## src/rtl/snn_enc_pkg.sv

```systemverilog
`default_nettype none
// ============================================================================
// snn_enc_pkg : FSM encodings, LFSR geometry and helpers for the spike encoder
// Revision    : 1.0
// ============================================================================
package snn_enc_pkg;

    localparam int LFSR_W = 16;

    localparam int TAP_A = 15;
    localparam int TAP_B = 13;
    localparam int TAP_C = 12;
    localparam int TAP_D = 10;

    localparam logic [1:0] ST_IDLE = 2'd0;
    localparam logic [1:0] ST_RUN  = 2'd1;
    localparam logic [1:0] ST_REST = 2'd2;
    localparam logic [1:0] ST_DONE = 2'd3;

    function automatic logic [LFSR_W-1:0] lfsr_next(input logic [LFSR_W-1:0] s);
        return {s[LFSR_W-2:0], s[TAP_A] ^ s[TAP_B] ^ s[TAP_C] ^ s[TAP_D]};
    endfunction

    function automatic logic [LFSR_W-1:0] bit_rev(input logic [LFSR_W-1:0] s);
        logic [LFSR_W-1:0] r;
        r = '0;
        for (int i = 0; i < LFSR_W; i++) begin
            r[i] = s[LFSR_W-1-i];
        end
        return r;
    endfunction

    // An all-zero seed would lock the LFSR, so it is replaced by 1.
    function automatic logic [LFSR_W-1:0] lfsr_seed(input int ch, input int step);
        logic [LFSR_W-1:0] s;
        s = LFSR_W'((ch + 1) * step);
        if (s == '0) begin
            s = LFSR_W'(1);
        end
        return s;
    endfunction

endpackage
`default_nettype wire

```

## src/rtl/lfsr16_ch.sv

```systemverilog
`default_nettype none
// ============================================================================
// lfsr16_ch : per-channel 16-bit Fibonacci LFSR, advances only when enabled
// Revision  : 1.0
// ============================================================================
module lfsr16_ch
    import snn_enc_pkg::*;
#(
    parameter logic [LFSR_W-1:0] SEED = 16'd1
) (
    input  logic              clk,
    input  logic              reset_n,
    input  logic              i_en,
    output logic [LFSR_W-1:0] o_state
);

    logic [LFSR_W-1:0] state_q;
    logic [LFSR_W-1:0] state_d;

    always_comb begin
        state_d = state_q;
        if (i_en) begin
            state_d = lfsr_next(state_q);
        end
    end

    always_ff @(posedge clk or negedge reset_n) begin
        if (!reset_n) begin
            state_q <= SEED;
        end else begin
            state_q <= state_d;
        end
    end

    assign o_state = state_q;

endmodule
`default_nettype wire

```

## src/rtl/spike_encoder_par.sv

```systemverilog
`default_nettype none
// ============================================================================
// spike_encoder_par : streams a stored frame from BRAM into N_CH parallel
//                     rate-coded spike trains, or a silent frame of equal timing
// Revision          : 1.0
// ============================================================================
module spike_encoder_par
    import snn_enc_pkg::*;
#(
    parameter int N_CH      = 4,
    parameter int PIX_W     = 8,
    parameter int ADDR_W    = 8,
    parameter int FRAME_LEN = 144,
    parameter int PIX_SHIFT = 2,
    parameter int SEED_STEP = 10000
) (
    input  logic                    clk,
    input  logic                    reset_n,
    input  logic                    i_run,
    input  logic                    i_rest_run,
    input  logic [7:0]              i_steps,
    output logic [N_CH-1:0]         o_spike,
    output logic                    o_valid,
    output logic                    o_w_run,
    output logic                    o_busy,
    output logic                    o_done,
    output logic [N_CH*PIX_W-1:0]   d,
    output logic [ADDR_W-1:0]       addr,
    output logic                    ce,
    output logic                    we,
    input  logic [N_CH*PIX_W-1:0]   q
);

    localparam logic [ADDR_W-1:0] C_LAST_WORD = ADDR_W'(FRAME_LEN - 1);

    logic [1:0]        state_q, state_d;
    logic [ADDR_W-1:0] word_q,  word_d;
    logic [7:0]        step_q,  step_d;
    logic [7:0]        steps_q, steps_d;

    // Stage 1 tags travel alongside the BRAM read; stage 2 is the output register.
    logic v1_q,     v1_d;
    logic run1_q,   run1_d;
    logic first1_q, first1_d;
    logic last1_q,  last1_d;
    logic last2_q,  last2_d;

    logic [N_CH-1:0] o_spike_q, o_spike_d;
    logic            o_valid_q, o_valid_d;
    logic            o_w_run_q, o_w_run_d;
    logic            o_done_q,  o_done_d;

    logic            w_active;
    logic            w_last_word;
    logic            w_last_step;
    logic            w_lfsr_en;
    logic [N_CH-1:0] w_spike;

    assign w_active    = (state_q == ST_RUN) || (state_q == ST_REST);
    assign w_last_word = (word_q == C_LAST_WORD);
    assign w_last_step = (step_q == (steps_q - 8'd1));

    always_comb begin
        state_d = state_q;
        word_d  = word_q;
        step_d  = step_q;
        steps_d = steps_q;
        case (state_q)
            ST_IDLE: begin
                word_d = '0;
                step_d = '0;
                if (i_run || i_rest_run) begin
                    state_d = i_run ? ST_RUN : ST_REST;
                    steps_d = (i_steps == 8'd0) ? 8'd1 : i_steps;
                end
            end
            ST_RUN, ST_REST: begin
                if (w_last_word) begin
                    word_d = '0;
                    if (w_last_step) begin
                        step_d  = '0;
                        state_d = ST_DONE;
                    end else begin
                        step_d = step_q + 8'd1;
                    end
                end else begin
                    word_d = word_q + ADDR_W'(1);
                end
            end
            ST_DONE: begin
                state_d = ST_IDLE;
            end
            default: begin
                state_d = ST_IDLE;
            end
        endcase
    end

    always_comb begin
        v1_d      = w_active;
        run1_d    = (state_q == ST_RUN);
        first1_d  = w_active && (word_q == '0);
        last1_d   = w_active && w_last_word && w_last_step;
        last2_d   = last1_q;
        o_valid_d = v1_q;
        o_w_run_d = first1_q;
        o_spike_d = (v1_q && run1_q) ? w_spike : '0;
        o_done_d  = last2_q;
    end

    always_ff @(posedge clk or negedge reset_n) begin
        if (!reset_n) begin
            state_q   <= ST_IDLE;
            word_q    <= '0;
            step_q    <= '0;
            steps_q   <= 8'd1;
            v1_q      <= 1'b0;
            run1_q    <= 1'b0;
            first1_q  <= 1'b0;
            last1_q   <= 1'b0;
            last2_q   <= 1'b0;
            o_spike_q <= '0;
            o_valid_q <= 1'b0;
            o_w_run_q <= 1'b0;
            o_done_q  <= 1'b0;
        end else begin
            state_q   <= state_d;
            word_q    <= word_d;
            step_q    <= step_d;
            steps_q   <= steps_d;
            v1_q      <= v1_d;
            run1_q    <= run1_d;
            first1_q  <= first1_d;
            last1_q   <= last1_d;
            last2_q   <= last2_d;
            o_spike_q <= o_spike_d;
            o_valid_q <= o_valid_d;
            o_w_run_q <= o_w_run_d;
            o_done_q  <= o_done_d;
        end
    end

    // Random streams only move when a real pixel is being compared.
    assign w_lfsr_en = v1_q && run1_q;

    for (genvar k = 0; k < N_CH; k++) begin : g_ch
        localparam logic [LFSR_W-1:0] C_SEED = lfsr_seed(k, SEED_STEP);

        logic [LFSR_W-1:0] w_state;
        logic [LFSR_W-1:0] w_pix;

        lfsr16_ch #(
            .SEED (C_SEED)
        ) u_lfsr (
            .clk     (clk),
            .reset_n (reset_n),
            .i_en    (w_lfsr_en),
            .o_state (w_state)
        );

        assign w_pix      = LFSR_W'(q[k*PIX_W +: PIX_W]) << PIX_SHIFT;
        assign w_spike[k] = (w_pix > bit_rev(w_state));
    end

    assign o_spike = o_spike_q;
    assign o_valid = o_valid_q;
    assign o_w_run = o_w_run_q;
    assign o_done  = o_done_q;
    assign o_busy  = (state_q != ST_IDLE);
    assign addr    = word_q;
    assign ce      = (state_q == ST_RUN);
    assign d       = '0;
    assign we      = 1'b0;

endmodule
`default_nettype wire

```

## config.mk

```make
export PLATFORM = sky130hd
export DESIGN_NAME = spike_encoder_par
export DESIGN_NICKNAME = d
export VERILOG_FILES = /design/src/rtl/snn_enc_pkg.sv /design/src/rtl/lfsr16_ch.sv /design/src/rtl/spike_encoder_par.sv
export SDC_FILE = /design/constraint.sdc
export NUM_CORES = 1
export LEC_CHECK = 0
export BUFFER_PORTS_ARGS = -buffer_cell sky130_fd_sc_hd__buf_2
export CAP_MARGIN = 20
export CORE_MARGIN = 3
export CORE_UTILIZATION = 40
export DETAILED_ROUTE_END_ITERATION = 8
export SYNTH_ARGS = -nofsm -noshare
export SYNTH_HDL_FRONTEND = slang
export SYNTH_HIERARCHICAL = 1
export SYNTH_SLANG_ARGS = --single-unit
```

## constraint.sdc

```tcl
create_clock -name clk -period 5.59 [get_ports clk]
set_input_delay 0.2795 -clock clk [delete_from_list [all_inputs] [get_ports clk]]
set_output_delay 0.2795 -clock clk [all_outputs]
set_load 0.01 [all_outputs]
```

==> qor.txt, run 1 <==
================================================================================
Category of the worst setup path capture point                          register
Core Area                                                             13,900 µm²
Critical-path cell with the highest stage delay                            or4_1
Number of buffers inserted during clock tree synthesis                         9
Fin. Hold Viols                                                                0
P&R area growth vs syn                                                     10.7%
Compound-cell area share of the yosys netlist                              7.30%
Antenna cell count                                                             0
Setup-failing EPs final                                                        0
Vias per std cell                                                           4.94
Pin count of the biggest net entering global routing                          54
Cell types with the largest area share after synthesis              dfrtp_1 (34%), dfstp_2 (11%), ha_1 (8.5%)
Ys async rst share                                                          100%
Standard cell area after detailed placement                             6000 µm²
Clock tree from TritonCTS                                                    yes
CP max stage delay                                                       0.51 ns
Clock skew after layout                                               0.00412 ns
Number of detailed-route iterations in the first pass                          6
Fin area                                                                6360 µm²
Reg area                                                                2580 µm²
Crit share post-route                                                      46.6%
Synth Instances                                                              492
Hold Worst Slack                                                        0.184 ns
Via count of the first global-routing pass                                 3,795
Commonest register cell after synthesis                                  dfrtp_1
Fraction of synthesized area in multiplexers                               16.3%
Cell taking the most area after synthesis                                dfrtp_1
Startpoint type of the worst setup path                                 register
Routed vias                                                                3,636
Die Footprint                                                         15,800 µm²
Worst skew pair latency                                                  0.34 ns
Detailed-route DRC error count                                                 0
Total Routed Length                                                    10,000 µm
Pwr/cell area                                                         449 nW/µm²
Max-slew headroom at the worst pin                                         44.3%
Area share of the largest cell type after synthesis                        34.4%
Residual overflow from global routing                                          0
Type of the tightest min-delay check                                   in -> reg
Overall die height                                                        126 µm
HPWL after DPL                                                           7190 µm
Commonest non-fill, non-tap cell in the layout                           dfrtp_1
Number of antenna violations at the first check in global routing              0
Global placement routability congestion                                    0.817
Number of antenna-violating nets in the routed design                          0
Master cell of the clock root buffer                                   clkbuf_16
Top achievable clock speed                                               384 MHz
Global-route total usage across every layer                                13.0%
Fin worst setup slack                                                    2.98 ns
Synth Warn #                                                                   6
Final-stage net count                                                        634
Final-layout setup total negative slack                                     0 ns
Synth Area in XOR/XNOR                                                     3.81%
H-tree depth                                                                   3
Die boundary width                                                        126 µm
Critical Setup Path Class                                             reg -> reg
Number of enable-type register cells in the synthesized netlist                0
Outcome                                                                completed
Maximum net fanout on the critical path                                       10
Post-synthesis adder-cell area fraction                                    8.50%
Number of clock sinks                                                        102
Buffers on Ports                                                              60
Sequential share of the synthesized area                                   45.0%
Unrepaired setup endpoints after global routing                               no
Leakage                                                                  2.90 nW
Clock-pin slew on the worst setup and hold paths                         0.07 ns
Global-route wire length before repair                                 17,200 µm
Number of buffers added for setup after CTS                                    0
CP arrival                                                               2.87 ns
Data required time at the worst endpoint                                 5.85 ns
Simple-gate area share of the yosys netlist                                9.17%
Slew at the pin closest to its max-slew limit                           0.835 ns
Synth unique cells                                                            48
Number of buffers between clock root and the deepest sink                      2
Footprint of the multi-input gates                                      2710 µm²
Starting Density                                                           41.2%
Ports                                                                         94
Time the worst path needs with I/O delays and setup                      2.61 ns
Layout cells sized above 1                                                 31.1%
Overall power after layout                                               2.86 mW
Maximum VDD drop                                                        0.270 mV
# Max-Cap Violations                                                           0
Dominant combinational cell family by area after synthesis          multiplexers
Worst slack after detailed placement                                     2.98 ns
Average wire per standard cell                                           13.6 µm
Floorplan row count                                                           43
Number of filler cells placed in the layout                                1,293
Number of max-slew violations in the final report                              0
Starting DRT DRC Count                                                       140
Commonest non-fill, non-tap cells in the layout                     dfrtp_1 (79), buf_2 (59), inv_1 (43), ha_1 (39), mux2_2 (35)
Syn avg cell area                                                       11.7 µm²
Critical Path, Cell by Cell                                         inv_1, ha_1, or3b_4, xnor2_1, or4_1, a211o_1, a21oi_4, mux2i_1
Post-synthesis sequential element count                                      102
Post-synth design cell area                                             5740 µm²
================================================================================
per-layer routing:
layer  part of all wire [%]  vias to the layer above  track usage, %
li1                       -                     1783               -
met1                     45                     1786            16.2
met2                     49                       61            21.9
met3                    4.7                        6            4.33
met4                   0.57                        0            2.90
met5                      0                        -               0
timing repair:
action	CTS	global route
hold buffers	1	0
gates resized for setup	0	0
endpoints found under the hold margin	41	0
report_power, final:
group | switching (mW) | leakage [nW] | total (mW) | internal (mW)
clock | 0.279 | 0.166 | 0.719 | 0.440
sequential | 0.180 | 1.27 | 1.15 | 0.974
combinational | 0.477 | 1.45 | 0.982 | 0.505
kinds of logic (layout without fill, tap and decap cells):
group           count (synthesis)  after routing
compound gates                 62             62
flops                         102            102
mux                            73             73
other cells                     1             33
fa+ha+maj                      39             39
simple gates                   99             99
xor+xnor                       25             25
buf+inv                        91            123
registers in the layout (all words and copies together) (netlist names):
| signal | count |
|---|---|
| g_ch.u_lfsr/o_state | 64 |
| addr | 8 |
| step_q | 8 |
| steps_q | 8 |
| o_spike | 4 |
| state_q | 2 |
| first1_q | 1 |
| last1_q | 1 |
| last2_q | 1 |
| o_done | 1 |
| o_valid | 1 |
| o_valid_d | 1 |
| o_w_run | 1 |
| run1_q | 1 |
final cells by class:
class	count	area share, %
inverters	44	2.60
repair buffers	63	5.16
multi-input cells	331	42.7
clock buffers	9	3.54
well taps	180	3.54
flip-flops and latches	102	40.6
clock inverters	7	1.89
through the flow:
stage	utilization [%]	std cells
after global routing	45.6	736
after detailed placement	43.1	719
after floorplan	-	524
after global placement	43.1	719
final	45.6	736
after CTS	45.6	736
cell usage after synthesis, types with 2 or more instances:
cell and count:
a21oi_1 12, nand4_1 11, or4_1 3, xnor2_1 20, nor2b_1 5, nand2_1 18, buf_6 5, dfrtp_1 79
o21ai_0 15, clkbuf_1 4, nor4_1 10, buf_4 33, dfstp_2 23, mux2_4 32, a22o_1 2, mux2_2 35
nor3_1 18, a2111oi_0 3, and3_1 4, nor2_1 11, o21ai_1 2, xor2_1 5, mux2i_1 6, nand3_1 10
buf_12 4, o41ai_1 2, inv_1 44, a21o_1 10, nand2b_1 4, o311ai_1 3, o31ai_1 4, ha_1 39
worst max-delay path: cells and delay by family (launching register included):
kind	cells	cell delay, ns
compound gates	2	0.64
mux	1	0.20
fa+ha+maj	1	0.18
buf+inv	1	0.07
xor+xnor	1	0.14
simple gates	2	0.91
flops	1	0.39
final timing paths:
kind | from | end | slack [ns] | cells past startpoint
worst max register to register | steps_q[0] | state_q[1] | 2.98 | 8
worst max-delay path | steps_q[0] | state_q[1] | 2.98 | 8
worst min register to register | last1_q | last2_q | 0.35 | 0
max in group asynchronous | reset_n | g_ch[0].u_lfsr/o_state[11] | 3.97 | 3
min in group asynchronous | reset_n | g_ch[2].u_lfsr/o_state[7] | 0.52 | 2
worst min-delay path | i_steps[5] | steps_q[5] | 0.18 | 2
No activity file was read; power rests on OpenSTA's default activity.
==> run 2, diff against run 1 <==
--- a/config.mk
+++ b/config.mk
@@ -5,6 +5,7 @@
 export SDC_FILE = /design/constraint.sdc
 export NUM_CORES = 1
 export LEC_CHECK = 0
+export ABC_AREA = 1
 export BUFFER_PORTS_ARGS = -buffer_cell sky130_fd_sc_hd__buf_2
 export CAP_MARGIN = 20
 export CORE_MARGIN = 3
==> constraint.sdc (replaced) <==
create_clock -name clk -period 2.6 [get_ports clk]
set_input_delay 0.13 -clock clk [delete_from_list [all_inputs] [get_ports clk]]
set_output_delay 0.13 -clock clk [all_outputs]
set_load 0.01 [all_outputs]
==> run 2 against run 1 <==
Cell area increased by 3.4%. Clock power increased by 72%. Clock skew increased by 0.0013 ns. Critical path type unchanged. First-iteration DRC count increased by 39%. Hold slack got worse by 0.15 ns. Flip-flop and latch count unchanged. Largest power group unchanged.
==> qor.txt, run 2 <==
================================================================================
Sequential share of the synthesized area                                   42.8%
Synth unique cells                                                            41
Floorplan row count                                                           44
Number of antenna violations at the first check in global routing              0
Critical Path, Cell by Cell                                         inv_1, ha_1, nor2_1, inv_1, nand2_4, inv_2, nand2_2, nor2_1, nand2_1, nand2_1, a21oi_2
Core Area                                                             14,600 µm²
Syn avg cell area                                                       8.55 µm²
Global placement routability congestion                                    0.784
Routed vias                                                                4,313
Footprint of the multi-input gates                                      2710 µm²
Buffers on Ports                                                              60
Share of power burned in registers                                         39.8%
CP arrival                                                               2.24 ns
Residual overflow from global routing                                          0
Layout cells sized above 1                                                 20.6%
Critical Setup Path Class                                             reg -> reg
Final-layout setup total negative slack                                     0 ns
HPWL after DPL                                                           8010 µm
Pin count of the biggest net entering global routing                          51
Detailed-route DRC error count                                                 0
Register-to-register setup slack                                         0.59 ns
Fin. Hold Viols                                                                0
Fraction of synthesized area in multiplexers                              0.560%
Setup-failing EPs final                                                        0
Flip-flop count of the largest register after layout                          64
Internal power                                                           2.97 mW
Commonest cells in the netlist                                      nand2_1 (170), inv_1 (98), dfrtp_1 (79)
Number of buffers inserted during clock tree synthesis                         9
Overall die height                                                        129 µm
Maximum VDD drop                                                        0.654 mV
Compound-cell area share of the yosys netlist                              11.1%
Synth Warn #                                                                   6
Global-route wire length before repair                                 18,700 µm
CP max stage delay                                                       0.63 ns
Vias per std cell                                                           4.52
Starting Density                                                           41.2%
Reg area                                                                2580 µm²
Pwr/cell area                                                         726 nW/µm²
Fin worst setup slack                                                   0.592 ns
Global-route total usage across every layer                                13.8%
Starting DRT DRC Count                                                       195
Critical-path cell with the highest stage delay                             ha_1
Maximum net fanout on the critical path                                       12
Number of detailed-route iterations in the first pass                          4
Unrepaired setup endpoints after global routing                               no
Type of the tightest min-delay check                                   in -> reg
Clock skew after layout                                               0.00542 ns
Master cell of the clock root buffer                                   clkbuf_16
Switching share of total power                                             37.7%
Simple-gate area share of the yosys netlist                                21.5%
H-tree depth                                                                   3
# Max-Cap Violations                                                           0
Worst skew pair latency                                                  0.35 ns
Dominant combinational cell family by area after synthesis          simple AND/OR/NAND/NOR gates
Max-slew headroom at the worst pin                                         64.2%
Cell types with the largest area share after synthesis              dfrtp_1 (33%), nand2_1 (11%), dfstp_2 (10%)
Slew at the pin closest to its max-slew limit                           0.537 ns
Leakage                                                                  3.09 nW
Clock-pin slew on the worst setup and hold paths                         0.06 ns
Antenna cell count                                                             0
Top-count cell post-synth                                                nand2_1
Die boundary width                                                        129 µm
Startpoint type of the worst setup path                                 register
Average wire per standard cell                                           11.2 µm
Clock tree from TritonCTS                                                    yes
Ports                                                                         94
Via count of the first global-routing pass                                 4,123
Final-stage net count                                                        848
Commonest register cell after synthesis                                  dfrtp_1
Number of buffers between clock root and the deepest sink                      2
P&R area growth vs syn                                                     9.03%
Net Sw Power                                                             1.80 mW
Synth Instances                                                              705
Area share of the largest cell type after synthesis                        32.8%
Outcome                                                                completed
Number of max-slew violations in the final report                              0
Part of the power in the clock network                                     26.1%
Die Footprint                                                         16,600 µm²
Number of clock sinks                                                        102
Synth Area in XOR/XNOR                                                     1.60%
Total Routed Length                                                    10,700 µm
Crit share post-route                                                      77.2%
Ys async rst share                                                          100%
Number of enable-type register cells in the synthesized netlist                0
Commonest non-fill, non-tap cell in the layout                           nand2_1
Number of antenna-violating nets in the routed design                          0
Post-synthesis adder-cell area fraction                                    8.09%
Category of the worst setup path capture point                          register
Post-synth design cell area                                             6030 µm²
Cell taking the most area after synthesis                                dfrtp_1
Number of filler cells placed in the layout                                1,474
Worst slack after detailed placement                                    0.611 ns
Commonest non-fill, non-tap cells in the layout                     nand2_1 (170), inv_1 (97), dfrtp_1 (79), buf_2 (59), o21ai_0 (48)
Post-synthesis sequential element count                                      102
Time the worst path needs with I/O delays and setup                      2.01 ns
Data required time at the worst endpoint                                 2.83 ns
Logic gate share of total power                                            34.1%
Top achievable clock speed                                               498 MHz
================================================================================
[run 2: final cells by class]
cell class	count	share of cell area (%)
well taps	184	3.50
inverters	104	6.24
repair buffers	66	5.71
clock buffers	12	3.75
flip-flops and latches	102	39.3
clock inverters	4	0.343
multi-input cells	482	41.2
[run 2: stage by stage]
| stage | std cells | hold WS, ns | cell area, µm² | util, % | total power, mW |
|---|---|---|---|---|---|
| finish | 954 | 0.0319 | 6570 | 44.9 | 4.77 |
| global route | 954 | 0.0309 | 6570 | 44.9 | 5.15 |
| CTS | 954 | 0.0146 | 6570 | 44.9 | 4.87 |
| detailed placement | 937 | 0.119 | 6290 | 43.0 | 3.58 |
| global placement | 937 | 0.123 | 6290 | 43.0 | 3.57 |
| floorplan | 737 | -0.166 | 6150 | - | 3.39 |
[run 2: logic make-up (layout without fill, tap and decap cells)]
logic type               after synthesis  in the layout
AO/OA/AOI/OAI                        113            113
XOR/XNOR                              11             11
adder cells (fa/ha/maj)               39             39
buffers and inverters                153            186
flip-flops                           102            102
multiplexers                           3              3
other                                  1             33
AND/OR/NAND/NOR                      283            283
[run 2: repair_timing]
item,4_1_cts,5_1_grt
hold endpoints to repair,30,0
gates resized for setup,0,0
setup buffers,0,0
hold buffers,1,0
[run 2: final timing paths]
| kind | to | from | depth (start not counted) |
|---|---|---|---|
| hold / removal | steps_q[5] | i_steps[5] | 2 |
| setup / recovery | step_q[7] | state_q[0] | 11 |
| hold reg to reg | o_w_run | first1_q | 0 |
| setup reg to reg | step_q[7] | state_q[0] | 11 |
| max in group asynchronous | g_ch[2].u_lfsr/o_state[4] | reset_n | 3 |
| min in group asynchronous | g_ch[0].u_lfsr/o_state[11] | reset_n | 2 |
[run 2: critical path: cells and delay by family, from the launching register on]
| family | cells | cell delay, ns |
|---|---|---|
| compound gates | 1 | 0.04 |
| fa+ha+maj | 1 | 0.63 |
| buf+inv | 3 | 0.35 |
| flops | 1 | 0.40 |
| simple gates | 6 | 0.48 |
[run 2: per-layer routing]
layer	share of wire, %	global-route usage, %	vias to the layer above
met5	0	0	-
met1	48	18.4	1933
li1	-	-	2315
met3	4.0	4.03	11
met2	46	21.8	54
met4	1.4	4.08	0
[run 2: power by group through the flow]
stage	clock (mW)	combinational (mW)	sequential (mW)
final	1.24	1.63	1.90
after global routing	1.37	1.86	1.92
after CTS	1.31	1.66	1.90
after detailed placement	0	1.65	1.93
after global placement	0	1.65	1.93
after floorplan	0	1.47	1.92
